## config.mk

```make
export PLATFORM = sky130hd
export DESIGN_NAME = branch_predictor
export DESIGN_NICKNAME = d
export VERILOG_FILES = /design/src/rtl/branch_predictor_pkg.sv /design/src/rtl/branch_predictor_counter_update.sv /design/src/rtl/branch_predictor.sv
export SDC_FILE = /design/constraint.sdc
export NUM_CORES = 1
export LEC_CHECK = 0
export CELL_PAD_IN_SITES_DETAIL_PLACEMENT = 1
export CELL_PAD_IN_SITES_GLOBAL_PLACEMENT = 1
export CORE_ASPECT_RATIO = 1.5
export CORE_MARGIN = 4
export CORE_UTILIZATION = 37
export DETAILED_ROUTE_END_ITERATION = 8
export PLACE_DENSITY = 0.88
export SYNTH_ARGS = -nofsm -noshare
export SYNTH_HDL_FRONTEND = slang
export SYNTH_SLANG_ARGS = --single-unit
```

## constraint.sdc

```tcl
create_clock -name clk -period 6.95 [get_ports clk]
set_clock_uncertainty 0.05 [all_clocks]
set_input_delay 0.695 -clock clk [delete_from_list [all_inputs] [get_ports clk]]
set_output_delay 0.695 -clock clk [all_outputs]
set_load 0.005 [all_outputs]
```

## src/rtl/branch_predictor_pkg.sv

```systemverilog
// Shared encodings and constants for the KGP-RISC fetch-side branch predictor.
// Latency: n/a (declarations and a pure combinational helper only).
// Backpressure: n/a.
package kgp_bp_pkg;

  // 2-bit saturating counter states; MSB is the taken prediction.
  typedef enum logic [1:0] {
    SNT = 2'b00,
    WNT = 2'b01,
    WT  = 2'b10,
    ST  = 2'b11
  } bht_cnt_e;

  localparam logic [1:0]  BHT_RESET = WNT;
  localparam logic [31:0] PC_STEP   = 32'd4;

  // Sequential successor of a branch, wrapping at the top of the address space.
  function automatic logic [31:0] fallthrough_pc(input logic [31:0] pc);
    return pc + PC_STEP;
  endfunction

endpackage

```

## src/rtl/branch_predictor_counter_update.sv

```systemverilog
// 2-bit saturating counter next-state: up on taken, down on not-taken, clamped at the ends.
// Latency: purely combinational.
// Backpressure: none; the caller decides whether the result is written.
module bp_counter_update
  import kgp_bp_pkg::*;
(
  input  logic [1:0] cur,
  input  logic       taken,
  output logic [1:0] nxt
);

  // Step one state toward the observed outcome, holding at SNT/ST.
  always_comb begin
    nxt = cur;
    case (cur)
      SNT:     nxt = taken ? WNT : SNT;
      WNT:     nxt = taken ? WT  : SNT;
      WT:      nxt = taken ? ST  : WNT;
      ST:      nxt = taken ? ST  : WT;
      default: nxt = cur;
    endcase
  end

endmodule

```

## src/rtl/branch_predictor.sv

```systemverilog
// Bimodal branch predictor: combinational BHT lookup for IF, training and redirect from EX.
// Latency: prediction 0 cycles; flush/redirect one cycle after a mispredicting resolution.
// Backpressure: none; resolutions arriving while flush is high are wrong-path and dropped.
module branch_predictor
  import kgp_bp_pkg::*;
#(
  parameter int IDX_BITS = 6,
  parameter int CNT_W    = 32
) (
  input  logic             clk,
  input  logic             rst,
  input  logic [31:0]      fetch_pc,
  output logic             pred_taken,
  input  logic             res_valid,
  input  logic [31:0]      res_pc,
  input  logic             res_taken,
  input  logic             res_pred_taken,
  input  logic [31:0]      res_target,
  output logic             flush,
  output logic [31:0]      redirect_pc,
  output logic [CNT_W-1:0] branch_count,
  output logic [CNT_W-1:0] mispredict_count
);

  localparam int ENTRIES = 1 << IDX_BITS;

  logic [1:0]          bht_q [ENTRIES];
  logic [1:0]          bht_d [ENTRIES];
  logic                flush_q, flush_d;
  logic [31:0]         redirect_pc_q, redirect_pc_d;
  logic [CNT_W-1:0]    branch_count_q, branch_count_d;
  logic [CNT_W-1:0]    mispredict_count_q, mispredict_count_d;

  logic [IDX_BITS-1:0] fetch_idx;
  logic [IDX_BITS-1:0] res_idx;
  logic                accepted;
  logic                mispredict;
  logic [1:0]          res_cnt_cur;
  logic [1:0]          res_cnt_nxt;

  // Word-aligned PCs: byte offset and bits above the table index do not select an entry.
  assign fetch_idx = fetch_pc[IDX_BITS+1:2];
  assign res_idx   = res_pc[IDX_BITS+1:2];

  // The cycle after a mispredict carries a wrong-path instruction in EX; ignore it.
  assign accepted   = res_valid & ~flush_q;
  assign mispredict = accepted & (res_taken != res_pred_taken);

  // Read-old: the prediction comes from the registered table, so a same-cycle write shows next cycle.
  assign pred_taken = bht_q[fetch_idx][1];

  assign res_cnt_cur = bht_q[res_idx];

  bp_counter_update u_cnt_update (
    .cur   (res_cnt_cur),
    .taken (res_taken),
    .nxt   (res_cnt_nxt)
  );

  // Table training: only the resolved entry moves, and only for accepted resolutions.
  always_comb begin
    bht_d = bht_q;
    if (accepted) begin
      bht_d[res_idx] = res_cnt_nxt;
    end
  end

  // Flush pulse, redirect target and statistics for the next cycle.
  always_comb begin
    flush_d            = mispredict;
    redirect_pc_d      = redirect_pc_q;
    branch_count_d     = branch_count_q;
    mispredict_count_d = mispredict_count_q;
    if (mispredict) begin
      redirect_pc_d      = res_taken ? res_target : fallthrough_pc(res_pc);
      mispredict_count_d = mispredict_count_q + CNT_W'(1);
    end
    if (accepted) begin
      branch_count_d = branch_count_q + CNT_W'(1);
    end
  end

  // State registers; reset drops any pending flush and reinitialises the whole table at once.
  always_ff @(posedge clk or posedge rst) begin
    if (rst) begin
      for (int i = 0; i < ENTRIES; i++) begin
        bht_q[i] <= BHT_RESET;
      end
      flush_q            <= 1'b0;
      redirect_pc_q      <= '0;
      branch_count_q     <= '0;
      mispredict_count_q <= '0;
    end else begin
      bht_q              <= bht_d;
      flush_q            <= flush_d;
      redirect_pc_q      <= redirect_pc_d;
      branch_count_q     <= branch_count_d;
      mispredict_count_q <= mispredict_count_d;
    end
  end

  assign flush            = flush_q;
  assign redirect_pc      = redirect_pc_q;
  assign branch_count     = branch_count_q;
  assign mispredict_count = mispredict_count_q;

  // Fetch PC bits outside the index field have no effect on the lookup.
  logic unused_fetch_bits;
  assign unused_fetch_bits = ^{fetch_pc[31:IDX_BITS+2], fetch_pc[1:0]};

endmodule

```

**Word level (Yosys, flattened, before mapping)**

Cells that the tools add are included.

- Add/sub/neg operators: 3
- $mul: 0
- Divide/modulo/power cells: 0
- $lt $le $gt $ge: 3
- Equal/unequal tests: 4
- Shifts and indexed selects: 0
- Muxes and demuxes: 15
- Bitwise gates (word level): 5
- Reductions and logical operators: 2

Operator list:

| kind | count |
|---|---|
| bitwise mux 128 bit | 1 |
| adder 32 x 1 -> 32 bit (second input constant) | 2 |
| adder 32 x 3 -> 32 bit (second input constant) | 1 |
| two-way mux 32 bit | 1 |
| binary-select mux 2 bit (select 6 bit) | 2 |
| >= comparator 7 bit (second input constant) | 2 |
| two-way mux 2 bit | 7 |
| inverter 6 -> 7 bit | 2 |
| demux 2 bit (select 6 bit) | 1 |
| one-hot mux 2 bit (4 select lines) | 1 |
| < comparator 7 x 1 -> 1 bit (second input constant) | 1 |
| == test 2 bit (second input constant) | 2 |
| AND 1 bit | 2 |
| == test 2 x 1 -> 1 bit (second input constant) | 1 |
| logical NOT 2 bit | 1 |
| two-way mux 1 bit | 2 |
| logical AND 1 bit | 1 |
| inequality test 1 bit | 1 |
| inverter 1 bit | 1 |

- Bits in registers: 225
- Latch bits: 0
- RAM bits: 0
- Bits in read-only memories: 0
- Output and inout port bits: 98
- Logic and storage cells: 100
- Memories: 0

**Longest topological paths before layout**

- Depth after elaboration: 7
- Gate-level depth with buffers: 11

**By module**

Synthesis repeated with hierarchy kept, for this count alone.

- Cells, all modules: 983
- Area total of the unflattened synthesis: 11,751.3 um^2

By module, submodules not included:

| module | instances | cells an instance | area an instance (um^2) | sequential area each (um^2) |
|---|---|---|---|---|
| branch_predictor | 1 | 980 | 11,725.0 | 5,710.5 |
| bp_counter_update | 1 | 3 | 26.3 | 0.0 |

**Worst setup path before layout**

No wires, ideal clock.

- Path kind: input -> output
- From: input fetch_pc[2]
- To: output pred_taken
- Data arrival time: 3.107 ns
- Setup slack: 3.098 ns
- Cell stages on the path: 5
- Cells stage by stage: clkbuf_1 -> buf_1 -> mux4_2 -> mux4_2 -> mux4_2

- Word-level cells in the longest chain between the ends: 4

RTL lines:

| item | RTL line | RTL |
|---|---|---|
| start, declared | branch_predictor.sv:12 | `input logic [31:0] fetch_pc,` |
| inverter 6 -> 7 bit (implied by the code) | branch_predictor.sv:50 | `assign pred_taken = bht_q[fetch_idx][1];` |
| binary-select mux 2 bit (select 6 bit) | branch_predictor.sv:50 |  |
| two-way mux 2 bit (implied by the code) (2 in series) | branch_predictor.sv:50 |  |
| end, declared | branch_predictor.sv:13 | `output logic pred_taken,` |

No other way between the ends. The select of a mux whose other input is x is not followed.

**Final worst setup path**

- From: input res_pc[2]
- To: register bht_q[68] (netlist bit)

- Word-level cells in the longest chain between the ends: 7
- Elaborated cells on any way between the ends: 15

RTL lines:

| item | RTL line | RTL |
|---|---|---|
| start, declared | branch_predictor.sv:15 | `input logic [31:0] res_pc,` |
| inverter 6 -> 7 bit (implied by the code) * | branch_predictor.sv:52, branch_predictor.sv:64 |  |
| binary-select mux 2 bit (select 6 bit) | branch_predictor.sv:52 | `assign res_cnt_cur = bht_q[res_idx];` |
| two-way mux 2 bit (implied by the code) (2 in series) | branch_predictor.sv:52 |  |
| == test 2 bit (tied with other cells) | branch_predictor_counter_update.sv:15 | `case (cur)` |
| one-hot mux 2 bit (4 select lines) | branch_predictor_counter_update.sv:15 |  |
| bitwise mux 128 bit * | branch_predictor.sv:64 | `bht_d[res_idx] = res_cnt_nxt;` |
| end signal, assigned | branch_predictor.sv:94 | `bht_q <= bht_d;` |
| end, declared | branch_predictor.sv:27 | `logic [1:0] bht_q [ENTRIES];` |

Every way passes the cells marked *; elsewhere a longest branch is shown, timed or not. The select of a mux whose other input is x is not followed.
A chain may end at the register's enable or synchronous reset.

==> key figures <==
Setup path
  • Top cell by count, worst path: buf_4
  • Crit-path max FO: 32
  • Critical path cell sequence: clkdlybuf4s50_1 > buf_4 > nor2b_1 > a22oi_1 > and3_1 > nor4b_1 > a31oi_1 > o21ai_4 > buf_4 > o21ai_0
  • CP Data Arrival Time: 5.35 ns
  • CP bufs+invs: 3
  • Critical Path RT: 7.33 ns
  • Setup crit end kind: flip-flop
  • CP Class: in2reg
  • Critical Path Start Type: primary input
  • CP max stage delay: 0.82 ns
  • Worst r2r src: flush$_DFF_PP0_
  • Slowest CP cell: clkdlybuf4s50_1
  • Critical path's top delay family: buffers and inverters
  • Critical Path Start: res_pc[2]

Pwr
  • Power density over the cells: 247 nW/um2
  • Peak VDD IR: 0.000163 V
  • Pleak: 5.60 nW

Synthesis
  • Main synth FF type: dfrtp_1
  • Mapped Nets: 1238
  • Leading area contributor after synthesis: dfrtp_1
  • Yosys reg bits: 225
  • Syn. warnings: 0
  • Mapped Cells: 1134
  • Mapped Avg Cell Area: 9.95 um2
  • Post-synth EDFFs: 0
  • Post-synthesis sequential area ratio: 50.6%
  • Area of the mapped netlist: 11300 um2
  • Async SR Flop Fraction: 100%
  • Post-synth top area share: 35.7%
  • Top cells by area, synth: dfrtp_1, dfstp_2, nand2_1
  • Yosys cell types: 56

STA
  • Rel. slew slack: 18.4%
  • Final min period: 4.97 ns
  • Setup violations, final: 0
  • Max-slew violation count: 0
  • FMAX: 201 MHz
  • Tcrit/Tclk final: 71.5%
  • Final hold vios: 0
  • Unrepaired setup endpoints after global routing: no
  • Hold WS: 0.414 ns
  • Slew at the pin with the worst max-slew slack: 1.22 ns
  • Setup tns final: 0 ns

Detailed routing
  • Final WL: 39600 um
  • Vias/cell: 5.71
  • DRC viols: 0
  • 1st-pass router iterations: 5
  • Violation count after the first detailed-routing iteration: 598
  • Vias: 9744
  • Post-route ant nets: 0
  • Avg WL per Cell: 23.2 um

Clocking
  • Clk slew on worst S/H paths: 0.07 ns
  • Clock Sinks: 225
  • Inserted Clock Buffers: 22
  • Number of H-tree levels: 1
  • Longest Clk Path Bufs: 3
  • CTS tree: done
  • PostCTS Resize Cnt: 0
  • Post-CTS setup buffer count: 0
  • CTS Hold Bufs: 0
  • CTS Root Cell: clkbuf_16
  • Clk Latency, worst-skew pair: 0.53 ns

Run
  • Max Cap Viol: 0

Final layout
  • Register area: 5710 um2
  • # diodes: 0
  • Multi-input gate area: 5250 um2
  • Area Overhead vs Synth: 24.8%
  • Layout cell share with drive strength beyond 1: 12.5%
  • Post-layout instance area: 14100 um2
  • Fin nets: 1395
  • Fillers: 3309

Place
  • IO Port Bufs: 172
  • HPWL Detailed: 27600 um
  • Final RePlAce weighted congestion: 0.945
  • Placed Area: 13400 um2

Hold path
  • Hold Startpoint: bht_q[42]$_DFFE_PP1P_
  • Type of the most critical hold path: reg2reg

Die
  • Row cnt: 78
  • Die area: 33400 um2
  • Initial Util: 37.4%
  • Ports: 199
  • Die Span X: 151 um
  • Chip height: 222 um
  • Core area: 30200 um2

GRT
  • Largest net degree at the start of global routing: 106
  • All-layer global routing usage: 23.3%
  • Remaining Overflow, GRT: 0
  • Vias in the first global route: 10.6k
  • First-pass GRT wire length: 60800 um
  • Initial antenna violation count: 0

Run status
  • Outcome: finished, final reports clean
-- layout by cell type (no fill, tap or decap), types with 4 or more instances in the layout --
| master | instances |
|---|---|
| nand2_1 | 267 |
| clkdlybuf4s50_1 | 170 |
| dfrtp_1 | 161 |
| o21ai_1 | 84 |
| o21ai_0 | 71 |
| dfstp_2 | 64 |
| xnor2_1 | 58 |
| nor2_1 | 49 |
| nand3_1 | 42 |
| xor2_1 | 33 |
| mux4_2 | 31 |
| mux2i_1 | 26 |
| clkbuf_16 | 23 |
| nand4_1 | 21 |
| a21oi_1 | 21 |
| and3_1 | 17 |
| a221oi_1 | 17 |
| buf_4 | 15 |
| nor3_1 | 9 |
| and4_1 | 9 |
| inv_1 | 8 |
| and2_1 | 7 |
| clkbuf_8 | 7 |
| nor2b_1 | 6 |
| nand3b_1 | 6 |
| o211ai_1 | 6 |
| clkbuf_1 | 6 |
| nand2b_1 | 5 |
| a22o_1 | 5 |
| a22oi_1 | 5 |
| and3b_1 | 4 |
| nor3b_1 | 4 |
| mux2_2 | 4 |
-- synth_stat cells (all sizes together), types with 4 or more instances --
master  number
nand2      268
dfrtp      161
o21ai      157
dfstp       64
xnor2       58
nor2        49
nand3       42
buf         34
xor2        33
mux4        31
mux2i       26
a21oi       21
clkbuf      21
nand4       21
a221oi      18
and3        17
nor3        12
inv         10
and4         9
and2         8
nand3b       6
nor2b        6
o211ai       6
a22o         5
a22oi        5
nand2b       5
and3b        4
mux2         4
nor3b        4
-- per-layer routing --
metal | GRT usage (%) | share of wire (%) | up-vias
met5 | 0 | 0 | -
met1 | 25.7 | 36 | 4893
met3 | 5.42 | 8.1 | 134
li1 | - | - | 4294
met2 | 40.5 | 50 | 423
met4 | 12.9 | 6.1 | 0
-- tightest hold or removal path, stage by stage, from the launching register on --
cell     delay (ns)
dfstp_2        0.37
nand2_1        0.04
o21ai_1        0.05
-- sequential cells by signal (all words and copies together) (netlist names) --
signal	flops
redirect_pc	32
bht_q	128
mispredict_count	32
branch_count	32
flush	1
-- report_power, final --
group          internal, mW  switching, mW  leakage, nW
registers              1.50          0.132         2.80
clock network         0.682          0.522        0.353
logic                 0.318          0.332         2.45
total                  2.50          0.986         5.60
-- final timing paths --
| kind | slack [ns] | end | depth (start not counted) |
|---|---|---|---|
| worst max-delay path | 1.98 | bht_q[68]$_DFFE_PP1P_ | 10 |
| worst min-delay path | 0.41 | bht_q[42]$_DFFE_PP1P_ | 2 |
| worst max register to register | 3.07 | mispredict_count[28]$_DFFE_PP0P_ | 9 |
| worst min register to register | 0.41 | bht_q[42]$_DFFE_PP1P_ | 2 |
| max in group asynchronous | 4.82 | mispredict_count[26]$_DFFE_PP0P_ | 3 |
| min in group asynchronous | 0.67 | redirect_pc[26]$_DFFE_PP0P_ | 2 |
-- kinds of logic after synthesis --
group / share of synthesized area, %
fa+ha+maj: 0.333
buf+inv: 3.05
simple gates: 18.4
xor+xnor: 7.07
mux: 8.90
flops: 50.6
compound gates: 11.7
-- final cells by class --
| class | instances | area share [%] |
|---|---|---|
| flip-flops and latches | 225 | 40.6 |
| multi-input cells | 842 | 37.3 |
| repair buffers | 188 | 13.1 |
| clock buffers | 36 | 4.93 |
| well taps | 400 | 3.56 |
| inverters | 12 | 0.373 |
| clock inverters | 4 | 0.160 |
-- through the flow --
stage	worst slack (ns)	utilization (%)	cells	power, mW
2_1_floorplan	0.148	-	1134	1.93
3_3_place_gp	1.73	44.3	1667	2.25
5_1_grt	1.82	46.7	1707	3.63
6_report	1.98	46.7	1707	3.48
3_5_place_dp	1.62	44.3	1667	2.29
4_1_cts	2.09	46.7	1707	3.50
Power figures use the tool's default switching activity.
